### src/rtl/multi_event_sampler.sv
// Multi-channel sliding-window sampler: freezes PRE pre-trigger samples, the trigger sample and the post samples.
// Latency WINDOW-PRE-1 edges from trigger to event_valid; Ch never stalls, a held event blocks triggers until event_saved.
module multi_event_sampler #(
  parameter int N_CH   = 16,
  parameter int SAMP_W = 2,
  parameter int WINDOW = 32,
  parameter int PRE    = 8,
  parameter int CNT_W  = 16
) (
  input  logic                                  clk_500,
  input  logic                                  reset,
  input  logic [N_CH-1:0][SAMP_W-1:0]           Ch,
  input  logic                                  trigger,
  input  logic                                  event_saved,
  output logic [N_CH-1:0][WINDOW*SAMP_W-1:0]    evento,
  output logic                                  event_valid,
  output logic                                  armed,
  output logic [CNT_W-1:0]                      trig_count,
  output logic [CNT_W-1:0]                      lost_count
);
  localparam int WIN_W  = WINDOW * SAMP_W;
  localparam int POST_N = WINDOW - PRE - 1;
  localparam int CW     = $clog2(WINDOW + 1);

  typedef enum logic [1:0] {FILL, ARMED, POST, HOLD} state_t;

  state_t                     state, state_nxt;
  logic [N_CH-1:0][WIN_W-1:0] win, win_nxt;
  logic                       trig_d;
  logic                       trig_edge;
  logic [CW-1:0]              fill_cnt, fill_cnt_nxt;
  logic [CW-1:0]              post_cnt, post_cnt_nxt;
  logic                       capture;
  logic                       lost;

  assign trig_edge = trigger & ~trig_d;
  assign lost      = trig_edge & (state != ARMED);

  always_comb begin
    for (int c = 0; c < N_CH; c++) begin
      win_nxt[c] = {win[c][WIN_W-SAMP_W-1:0], Ch[c]};
    end
  end

  always_comb begin
    state_nxt    = state;
    fill_cnt_nxt = fill_cnt;
    post_cnt_nxt = post_cnt;
    capture      = 1'b0;
    case (state)
      FILL: begin
        fill_cnt_nxt = fill_cnt + CW'(1);
        if (fill_cnt == CW'(PRE - 1)) state_nxt = ARMED;
      end
      ARMED: begin
        if (trig_edge) begin
          // With no post samples the trigger sample itself completes the window.
          if (POST_N == 0) begin
            capture   = 1'b1;
            state_nxt = HOLD;
          end else begin
            post_cnt_nxt = CW'(POST_N);
            state_nxt    = POST;
          end
        end
      end
      POST: begin
        post_cnt_nxt = post_cnt - CW'(1);
        if (post_cnt == CW'(1)) begin
          capture   = 1'b1;
          state_nxt = HOLD;
        end
      end
      HOLD: begin
        if (event_saved) state_nxt = ARMED;
      end
      default: state_nxt = FILL;
    endcase
  end

  always_ff @(posedge clk_500) begin
    if (!reset) begin
      state       <= FILL;
      fill_cnt    <= '0;
      post_cnt    <= '0;
      win         <= '0;
      trig_d      <= 1'b0;
      evento      <= '0;
      event_valid <= 1'b0;
      armed       <= 1'b0;
      trig_count  <= '0;
      lost_count  <= '0;
    end else begin
      state    <= state_nxt;
      fill_cnt <= fill_cnt_nxt;
      post_cnt <= post_cnt_nxt;
      win      <= win_nxt;
      trig_d   <= trigger;
      armed    <= (state_nxt == ARMED);
      if (capture) begin
        evento      <= win_nxt;
        event_valid <= 1'b1;
        trig_count  <= trig_count + CNT_W'(1);
      end else if ((state == HOLD) && event_saved) begin
        event_valid <= 1'b0;
      end
      if (lost && (lost_count != {CNT_W{1'b1}})) lost_count <= lost_count + CNT_W'(1);
    end
  end
endmodule

### config.mk
export PLATFORM = sky130hd
export DESIGN_NAME = multi_event_sampler
export DESIGN_NICKNAME = d
export VERILOG_FILES = /design/src/rtl/multi_event_sampler.sv
export SDC_FILE = /design/constraint.sdc
export NUM_CORES = 2
export LEC_CHECK = 0
export ABC_AREA = 1
export BUFFER_PORTS_ARGS = -buffer_cell sky130_fd_sc_hd__buf_4
export CAP_MARGIN = 20
export CELL_PAD_IN_SITES_DETAIL_PLACEMENT = 1
export CELL_PAD_IN_SITES_GLOBAL_PLACEMENT = 2
export CORE_MARGIN = 2
export CORE_UTILIZATION = 35
export DETAILED_ROUTE_END_ITERATION = 10
export GPL_TIMING_DRIVEN = 0
export HOLD_SLACK_MARGIN = 0.08
export PLACE_DENSITY_LB_ADDON = 0.15
export SKIP_CTS_REPAIR_TIMING = 1
export SLEW_MARGIN = 40
export SYNTH_ARGS = -nofsm -noshare
export SYNTH_HDL_FRONTEND = slang
export SYNTH_SLANG_ARGS = --single-unit
### constraint.sdc
create_clock -name clk_500 -period 3.1 [get_ports clk_500]
set_input_delay 0.31 -clock clk_500 [delete_from_list [all_inputs] [get_ports clk_500]]
set_output_delay 0.31 -clock clk_500 [all_outputs]
set_load 0.005 [all_outputs]
==> impl_metrics.yaml <==
outcome:
  status: "completed"
critical_path:
  cp-end-kind: "register"
  rrSetupSlack_ns: 0.66
  required_ns: 3.87
  crit_buf_inv: 5
  cp_top_family: "buffers and inverters"
  crit_fanout: 10
  timing.rr.start: "post_cnt[1]$_SDFFE_PN0P_"
  slowest_delay_ns: 0.46
  crit_arrival_ns: 3.21
  crit_chain: "inv_1, ha_1, nand2_1, nor2_2, inv_2, buf_2, buf_2, buf_2, nor2_1, nor2_1"
  crit_start: "post_cnt[1]$_SDFFE_PN0P_"
  setup.worst_path.start_class: "register"
  crit_type: "register to register"
  r2r_end: "evento[574]$_SDFFE_PN0P_"
  cpMaxStageDelayCell: "buf_2"
  crit_cells: 10
  r2r_cells: 10
  crit_top_cell: "buf_2"
clock_tree:
  path_clk_slew_ns: 0.06
  htree_levels: 4
  clock_sinks: 2065
  cts_tree: "done"
  worst_skew_pair.late_latency_ns: 0.84
  clock-root-buffer: "clkbuf_16"
  clockBufferDepth: 3
  numCtsBuffers: 218
final_layout:
  final_area_mm2: 0.0839
  final_cell_mix: "nor2_1, dfxtp_1, nand2_1, buf_4, inv_1"
  final_cells: 11900
  drive_above_1_share_pct: 17.1
  final_util_pct: 45.3
  synthToLayoutAreaGrowth_pct: 28.9
  multi_input_area_mm2: 0.0178
  fill_cells: 22200
  seqCellArea_mm2: 0.0413
  final_common_cell: "nor2_1"
  fin_nets: 9297
power_and_ir_drop:
  irDropWorstVdd_uv: 419
  powerDensity_mw_per_mm2: 638
  power.leakage_uw: 0.0474
  power_uw: 53500
sta:
  skew_ns: 0.0302
  clock.fmax_mhz: 411
  hold_ws_ns: 0.196
  relSlewSlack_pct: 47.1
  hold_viol: 0
  rsz0062_at_grt: "false"
  period_share_pct: 78.6
  setup_viol: 0
  fin_crit_ns: 2.44
  tightestPinTransition_ns: 0.794
  maxSlewViolCount: 0
die:
  num_rows: 158
  coreArea_mm2: 0.185
  fp.dieW_um: 435
  initial_core_util_pct: 35.2
  die_h_um: 435
  die_area_mm2: 0.189
  num_io_pins: 1094
grt:
  grt_pass1_wl_um: 339000
  grt_use_total_pct: 23.4
  grt_pass1_vias: 54500
  grt_max_degree: 17
  grt_overflow: 0
  antenna_found_initial: 6
synth:
  avgSynthCellArea_um2: 8.23
  synth_top_area_cell: "dfxtp_1"
  synth_nets: 7951
  synth_area_leaders: "dfxtp_1, nor2_1, o21ai_0, nand2_1, inv_1"
  synthArstFlopShare_pct: 0
  netlist_area_mm2: 0.0651
  ys_seq_area_share_pct: 63.5
  ys_warn_count: 0
  synth-seq-cells: 2065
  synth_ff_type: "dfxtp_1"
  netlist_instances: 7910
  synthDistinctLibCells: 27
  yosysTopAreaCellShare_pct: 63.5
  synth_edf_count: 0
flow_run:
  cap_violations: 0
min_path:
  hold-path-cell-count: 4
  worstHoldStart: "Ch[20]"
  holdPathEnd: "win[640]$_SDFF_PN0_"
  hold_class: "input port to register"
drt:
  ant_nets: 0
  drt_iter0_markers: 2402
  detail_route.wl_per_cell_um: 19.2
  drt-vias-per-instance: 4.48
  drt-pass1-iter-count: 5
  wl_um: 228000
  vias: 53400
  drc: 0
placed_design:
  finalWeightedCongestion: 0.853
  dp_hpwl_um: 170000
  post-place-cells: 11500
  port_buffers: 1092
  placed_area_mm2: 0.0764
==> cell families after synthesis <==
| kind of cell | Yosys count | share of synthesized area [%] |
|---|---|---|
| compound gates | 1069 | 8.25 |
| xor+xnor | 7 | 0.0942 |
| fa+ha+maj | 5 | 0.0961 |
| buf+inv | 1499 | 9.11 |
| flops | 2065 | 63.5 |
| simple gates | 3265 | 18.9 |
==> through the flow <==
stage                     setup TNS, ns  worst slack [ns]
after detailed placement              0             0.217
after CTS                             0             0.522
after floorplan                       0              1.47
after global placement            -1.93            -0.120
after global routing                  0             0.455
final                                 0             0.664
==> layer usage <==
metal  global-route usage (%)  vias up  share of wire (%)
li1                         -    26500                  -
met1                     25.5    25600                 39
met2                     40.5      957                 49
met3                     5.61      409                4.9
met4                     15.8        0                7.4
met5                        0        -                  0
==> power by group <==
group / internal [µW] / switching [µW]
clock network: 15300 / 10800
logic: 183 / 574
registers: 26600 / 44.3
==> tightest hold or removal path, cell delays in order <==
cell	delay, ns
dlygate4sd3_1	0.52
buf_4	0.11
nand2_1	0.04
inv_1	0.04
==> flip-flops by register name, indices dropped and copies added, names as in the netlist <==
signal,count
state,2
armed,1
trig_d,1
post_cnt,6
event_valid,1
win,992
evento,1024
fill_cnt,6
lost_count,16
trig_count,16
==> how the worst max path moves through the flow <==
stage | slack [ns] | end
final | 0.66 | evento[574]$_SDFFE_PN0P_
after detailed placement | 0.22 | evento[700]$_SDFFE_PN0P_
after global placement | -0.12 | trig_count[11]$_SDFFE_PN0P_
after floorplan | 1.47 | lost_count[14]$_SDFFE_PN0P_
after global routing | 0.45 | evento[245]$_SDFFE_PN0P_
after CTS | 0.52 | evento[572]$_SDFFE_PN0P_
==> synthesized netlist by cell type (3+ instances only) <==
cell / instances
buf_6: 11
buf_2: 159
nor2_2: 3
nor3_1: 10
a31oi_1: 3
clkbuf_1: 288
xor2_1: 5
inv_1: 1035
ha_1: 5
nand4_1: 7
nand3_1: 22
a21oi_1: 26
nor2_1: 2113
o21ai_0: 935
o21ai_1: 100
dfxtp_1: 2065
nand2_1: 1107
==> area by class of cell <==
class,instances,share of cell area (%)
Antenna cell,5,0.0149
Buffer,460,2.44
Clock buffer,343,7.87
Clock inverter,48,0.622
Inverter,1039,4.65
Multi-Input combinational cell,4346,21.2
Sequential cell,2065,49.3
Tap cell,2480,3.70
Timing Repair Buffer,1126,10.2
Power figures use the tool's default switching activity.
